## config.mk

```make
export PLATFORM = sky130hd
export DESIGN_NAME = apu_frame_sequencer_flat
export DESIGN_NICKNAME = d
export VERILOG_FILES = /design/src/rtl/apu_frame_sequencer_if.sv /design/src/rtl/apu_frame_sequencer.sv /design/src/flat_wrapper.sv
export SDC_FILE = /design/constraint.sdc
export NUM_CORES = 1
export LEC_CHECK = 0
export ABC_AREA = 1
export CAP_MARGIN = 20
export CELL_PAD_IN_SITES_DETAIL_PLACEMENT = 2
export CELL_PAD_IN_SITES_GLOBAL_PLACEMENT = 2
export CORE_MARGIN = 2
export CORE_UTILIZATION = 34
export CTS_CLUSTER_SIZE = 25
export DETAILED_ROUTE_END_ITERATION = 10
export PLACE_DENSITY_LB_ADDON = 0.12
export SYNTH_ARGS = -nofsm -noshare
export SYNTH_HDL_FRONTEND = slang
export SYNTH_SLANG_ARGS = --single-unit
```

## constraint.sdc

```tcl
create_clock -name clk -period 4 [get_ports clk]
set_input_delay 0.4 -clock clk [delete_from_list [all_inputs] [get_ports clk]]
set_output_delay 0.4 -clock clk [all_outputs]
set_load 0.03 [all_outputs]
```

## src/rtl/apu_frame_sequencer_if.sv

```systemverilog
// apu_frame_sequencer_if
//   Bundles the frame-sequencer signals that run between the register file,
//   the sequencer and the channel blocks.
//   master : register-file side. Drives the $4017 value, the write strobe and
//            the $4015 read strobe, and observes the sequencer outputs.
//   slave  : frame-sequencer side. Receives the register traffic and drives
//            the quarter/half-frame strobes, the frame IRQ and the step index.
interface apu_frame_sequencer_if;
  logic [7:0] reg_4017;        // bit 7 = mode (1 = 5-step), bit 6 = irq_inhibit
  logic       reg_event_4017;  // one-cycle strobe when $4017 is written
  logic       status_read;     // one-cycle strobe on a $4015 read
  logic       enable_240hz;    // quarter-frame strobe
  logic       enable_120hz;    // half-frame strobe
  logic       frame_irq;       // frame interrupt level
  logic [2:0] step;            // most recent step index, 0..4

  modport master (
    output reg_4017, reg_event_4017, status_read,
    input  enable_240hz, enable_120hz, frame_irq, step
  );

  modport slave (
    input  reg_4017, reg_event_4017, status_read,
    output enable_240hz, enable_120hz, frame_irq, step
  );
endinterface

```

## src/rtl/apu_frame_sequencer.sv

```systemverilog
// apu_frame_sequencer
//   Paces the envelope and length-counter logic of the APU channels. A 16-bit
//   cycle counter runs at the CPU clock. Fixed positions in the frame produce
//   one-cycle quarter-frame and half-frame strobes, and the frame interrupt
//   in 4-step mode. A $4017 write restarts the frame. A write that selects
//   5-step mode also fires an immediate quarter+half strobe pair.
// Ports
//   clk   : CPU-rate clock (1.789773 MHz)
//   rst_n : asynchronous active-low reset
//   bus   : slave side of apu_frame_sequencer_if
//           inputs  reg_4017, reg_event_4017, status_read
//           outputs enable_240hz, enable_120hz, frame_irq, step (all registered)
module apu_frame_sequencer (
  input  logic                 clk,
  input  logic                 rst_n,
  apu_frame_sequencer_if.slave bus
);

  // Step positions in CPU cycles from the start of a frame.
  localparam logic [15:0] QUARTER_1  = 16'd7456;
  localparam logic [15:0] QUARTER_2  = 16'd14912;
  localparam logic [15:0] QUARTER_3  = 16'd22370;
  localparam logic [15:0] LAST_4STEP = 16'd29828;
  localparam logic [15:0] LAST_5STEP = 16'd37280;
  localparam logic [15:0] WRAP_4STEP = 16'd29829;
  localparam logic [15:0] WRAP_5STEP = 16'd37281;

  logic [15:0] cycle_count_q, cycle_count_d;
  logic        mode_q, mode_d;
  logic        inhibit_q, inhibit_d;
  logic [2:0]  step_q, step_d;
  logic        quarter_q, quarter_d;
  logic        half_q, half_d;
  logic        irq_q, irq_d;

  logic [15:0] last_step;
  logic [15:0] wrap_point;
  logic        at_last;
  logic        irq_hit;

  // State register
  always_ff @(posedge clk or negedge rst_n) begin
    if (!rst_n) begin
      cycle_count_q <= '0;
      mode_q        <= 1'b0;
      inhibit_q     <= 1'b0;
      step_q        <= 3'd0;
      quarter_q     <= 1'b0;
      half_q        <= 1'b0;
      irq_q         <= 1'b0;
    end else begin
      cycle_count_q <= cycle_count_d;
      mode_q        <= mode_d;
      inhibit_q     <= inhibit_d;
      step_q        <= step_d;
      quarter_q     <= quarter_d;
      half_q        <= half_d;
      irq_q         <= irq_d;
    end
  end

  // Next-state logic
  always_comb begin
    last_step  = mode_q ? LAST_5STEP : LAST_4STEP;
    wrap_point = mode_q ? WRAP_5STEP : WRAP_4STEP;
    at_last    = (cycle_count_q == last_step);
    irq_hit    = at_last && !mode_q && !inhibit_q;

    // '>=' rather than '==' so any out-of-range count also returns to 0.
    cycle_count_d = (cycle_count_q >= wrap_point) ? 16'd0 : cycle_count_q + 16'd1;
    mode_d        = mode_q;
    inhibit_d     = inhibit_q;
    step_d        = step_q;
    quarter_d     = 1'b0;
    half_d        = 1'b0;
    irq_d         = irq_q;

    if (bus.reg_event_4017) begin
      // The write takes priority over any step match in this cycle. The
      // match strobes and the IRQ set are dropped, and only the 5-step
      // immediate clock can appear.
      cycle_count_d = 16'd0;
      step_d        = 3'd0;
      mode_d        = bus.reg_4017[7];
      inhibit_d     = bus.reg_4017[6];
      quarter_d     = bus.reg_4017[7];
      half_d        = bus.reg_4017[7];
      if (bus.reg_4017[6] || bus.status_read) begin
        irq_d = 1'b0;
      end
    end else begin
      if (cycle_count_q >= wrap_point) begin
        step_d = 3'd0;
      end

      case (cycle_count_q)
        QUARTER_1: begin
          quarter_d = 1'b1;
          step_d    = 3'd1;
        end
        QUARTER_2: begin
          quarter_d = 1'b1;
          half_d    = 1'b1;
          step_d    = 3'd2;
        end
        QUARTER_3: begin
          quarter_d = 1'b1;
          step_d    = 3'd3;
        end
        default: ;
      endcase

      if (at_last) begin
        quarter_d = 1'b1;
        half_d    = 1'b1;
        step_d    = 3'd4;
      end

      // A set in the same cycle as a $4015 read wins, so the read cannot
      // hide a new interrupt.
      if (irq_hit) begin
        irq_d = 1'b1;
      end else if (bus.status_read) begin
        irq_d = 1'b0;
      end
    end
  end

  // Outputs come straight from flops.
  assign bus.enable_240hz = quarter_q;
  assign bus.enable_120hz = half_q;
  assign bus.frame_irq    = irq_q;
  assign bus.step         = step_q;

endmodule

```

## src/flat_wrapper.sv

```systemverilog
// flat-port wrapper written by rule: the top's interface ports become plain ports
module apu_frame_sequencer_flat 
  (clk, rst_n, bus_reg_4017, bus_reg_event_4017, bus_status_read, bus_enable_240hz, bus_enable_120hz, bus_frame_irq, bus_step);
  apu_frame_sequencer_if bus_i ();
  input  logic clk;
  input  logic rst_n;
  input wire logic [$bits(bus_i.reg_4017)-1:0] bus_reg_4017;
  input wire logic [$bits(bus_i.reg_event_4017)-1:0] bus_reg_event_4017;
  input wire logic [$bits(bus_i.status_read)-1:0] bus_status_read;
  output wire logic [$bits(bus_i.enable_240hz)-1:0] bus_enable_240hz;
  output wire logic [$bits(bus_i.enable_120hz)-1:0] bus_enable_120hz;
  output wire logic [$bits(bus_i.frame_irq)-1:0] bus_frame_irq;
  output wire logic [$bits(bus_i.step)-1:0] bus_step;
  assign bus_i.reg_4017 = bus_reg_4017;
  assign bus_i.reg_event_4017 = bus_reg_event_4017;
  assign bus_i.status_read = bus_status_read;
  assign bus_enable_240hz = bus_i.enable_240hz;
  assign bus_enable_120hz = bus_i.enable_120hz;
  assign bus_frame_irq = bus_i.frame_irq;
  assign bus_step = bus_i.step;
  apu_frame_sequencer u_core (.clk(clk), .rst_n(rst_n), .bus(bus_i));
endmodule
```

==> impl_metrics.toml <==
[cts]
htree_num_levels = 1
cts_buffers = 3
postCtsHoldBufs = 0
insertion_delay_ns = 0.27
clkTransAtPathRegs_ns = 0.08
cts.repair.resized = 0
cts-root-buf = "clkbuf_8"
cts_tree = "done"
post-cts-setup-buffers = 0
cts.sinks = 24
clockBufferDepth = 2

[worst_setup_path]
rr_endpoint = "u_core.bus.step[2]"
critPathCaptureType = "flip-flop"
rrSetupSlack_ns = 2.01
r2r_cells = 9
required_ns = 4.16
crit_type = "flip-flop to flip-flop"
cp.arrival_ns = 2.15
startpoint_type = "flip-flop"
r2r-start = "u_core.mode_q"
crit_path_max_fanout = 5

[route]
drt_iter0_drc = 40
vias = 1536
post_drt_wl_per_cell_um = 15.9
ant_nets = 0
firstDrtPassIters = 4
wirelength_um = 4890
drcViolationCount = 0
viasPerCell = 5.00

[sta]
period_minus_slack_ns = 1.99
rsz0062_at_grt = "no"
fin_hold_ws_ns = 0.468
setup_viol = 0
max_freq_mhz = 503
setup_tns_ns = 0
period_share_pct = 49.7
slew_headroom_pct = 73.8
finClkSkew_ns = 0.00137
slew_violations = 0
hold_viol_final = 0
fin_ws_ns = 2.01
tightestPinTransition_ns = 0.393

[global_routing]
antenna_found_initial = 0
gr-total-overflow = 0
grt_max_degree = 25
grt_pass1_wl_um = 8220
grt_usage_pct = 19.8
first_global_vias = 1651

[hold_path]
min_from = "u_core.inhibit_q"
holdCritPathClass = "flip-flop to flip-flop"
hold_end = "u_core.bus.frame_irq"
min_path_cells = 1

[finish]
final_nets = 266
antenna_cells = 0
drive_gt1_share_pct = 10.0
syn2layout_area_growth_pct = 12.4
nFillCells = 585

[yosys]
ys_seq_area_share_pct = 35.8
ys_types = 25
syn_inst = 230
syn_nets = 254
ys.warnings.count = 0
synth_area_mm2 = 0.00168
ys_ff_latch = 24
syn-mean-instance-area_um2 = 7.30

[floorplan]
initial_core_util_pct = 35.3
die_h_um = 74.3
coreArea_mm2 = 0.00475
io_pins = 18
die_x_um = 74.3
die-area_mm2 = 0.00552
rows = 25

[placement]
gp_congestion = 0.804
dp_hpwl_um = 3870
port_buffers = 11
post-place-ws_ns = 2.00

[pwr]
p_leak_nw = 0.855
vdd_drop_max_mv = 0.0920
power_density_mw_per_mm2 = 240

[status]
status = "finished, final reports clean"

[job]
drv_cap = 0
metal layers:
| metal | global-route usage, % | up-vias | wire length, µm | part of all wire (%) |
|---|---|---|---|---|
| li1 | - | 747 | - | - |
| met1 | 25.5 | 775 | 2330 | 48 |
| met2 | 35.4 | 9 | 2440 | 50 |
| met3 | 2.03 | 5 | 62 | 1.3 |
| met4 | 5.36 | 0 | 59 | 1.2 |
| met5 | 0 | - | 0 | 0 |
power by group:
| group | switching [mW] | leakage, nW | internal, mW | total (mW) |
|---|---|---|---|---|
| sequential | 0.00662 | 0.326 | 0.248 | 0.254 |
| clock | 0.0748 | 0.0216 | 0.0675 | 0.142 |
| combinational | 0.0360 | 0.507 | 0.0203 | 0.0563 |
| total | 0.117 | 0.855 | 0.336 | 0.453 |
registers in the layout, indices dropped and copies added, names as in the netlist:
signal / flops
u_core.cycle_count_q: 16
u_core.bus.step: 3
u_core.bus.enable_120hz: 1
u_core.bus.enable_240hz: 1
u_core.bus.frame_irq: 1
u_core.inhibit_q: 1
u_core.mode_q: 1
layout by cell type (no fill, tap or decap):
master and instances:
nand2_1 58, nor2_1 36, inv_1 25, dfrtp_1 24, nand3_1 17, nor2_2 12
ha_1 12, clkdlybuf4s50_1 11, nand4_1 10, o21ai_0 7, xor2_1 5, xnor2_1 3
nand2_2 3, nor3_1 3, clkbuf_8 3, nor4_1 2, nand3_2 1, inv_2 1
and3_1 1, a21oi_4 1, nand2_4 1, nor2_4 1, nand3b_1 1, o31ai_1 1
buf_4 1
area by class of cell:
| class | count | area, µm² | share of cell area, % |
|---|---|---|---|
| multi-input combinational | 175 | 947 | 50.2 |
| sequential | 24 | 601 | 31.8 |
| timing repair buffer | 12 | 118 | 6.23 |
| inverter | 26 | 97.6 | 5.17 |
| tap | 67 | 83.8 | 4.44 |
| clock buffer | 3 | 41.3 | 2.19 |
synthesized netlist by cell type:
master	n	area share (%)
nand3_2	1	0.60
nand2_1	58	13
nor2_1	36	8.0
ha_1	12	8.9
inv_1	25	5.6
and3_1	1	0.37
nand3b_1	1	0.45
nor2_2	12	4.5
buf_4	1	0.45
xor2_1	5	2.6
a21oi_4	1	0.97
xnor2_1	3	1.6
dfrtp_1	24	36
o31ai_1	1	0.45
nand2_4	1	0.67
nor2_4	1	0.67
nor3_1	3	0.89
buf_6	1	0.67
nand3_1	17	5.1
buf_2	3	0.89
nor4_1	2	0.75
inv_2	1	0.22
nand4_1	10	3.7
o21ai_0	7	2.1
nand2_2	3	1.1
cells by family after synthesis:
| logic type | share of synthesized area [%] |
|---|---|
| AO/OA/AOI/OAI | 3.50 |
| adder cells (fa/ha/maj) | 8.94 |
| flip-flops | 35.8 |
| XOR/XNOR | 4.17 |
| buffers and inverters | 7.82 |
| AND/OR/NAND/NOR | 39.8 |
per-stage QoR:
stage / instance area, µm² / utilization (%) / cells / power [mW]
after global routing: 1890 / 39.7 / 307 / 0.481
after detailed placement: 1850 / 38.8 / 304 / 0.317
after floorplan: 1680 / - / 230 / 0.290
after global placement: 1850 / 38.8 / 304 / 0.314
after CTS: 1890 / 39.7 / 307 / 0.467
final: 1890 / 39.7 / 307 / 0.453
worst max path at each step:
stage                               endpoint  cells past startpoint          start  slack [ns]
finish                    u_core.bus.step[2]                      9  u_core.mode_q        2.01
global route              u_core.bus.step[2]                      9  u_core.mode_q        1.81
floorplan           u_core.cycle_count_q[11]                      8  u_core.mode_q        2.37
global placement          u_core.bus.step[1]                      9  u_core.mode_q        2.05
detailed placement        u_core.bus.step[2]                      9  u_core.mode_q        2.00
CTS                       u_core.bus.step[2]                      9  u_core.mode_q        1.99
worst max-delay path, stage by stage (launching register included):
cell	delay, ns
dfrtp_1	0.46
inv_1	0.16
ha_1	0.35
nand4_1	0.13
nor2_1	0.26
nand2_1	0.16
nand2_1	0.12
nor2_1	0.10
nand3_1	0.09
nand2_1	0.05
No activity file was read; power rests on OpenSTA's default activity.
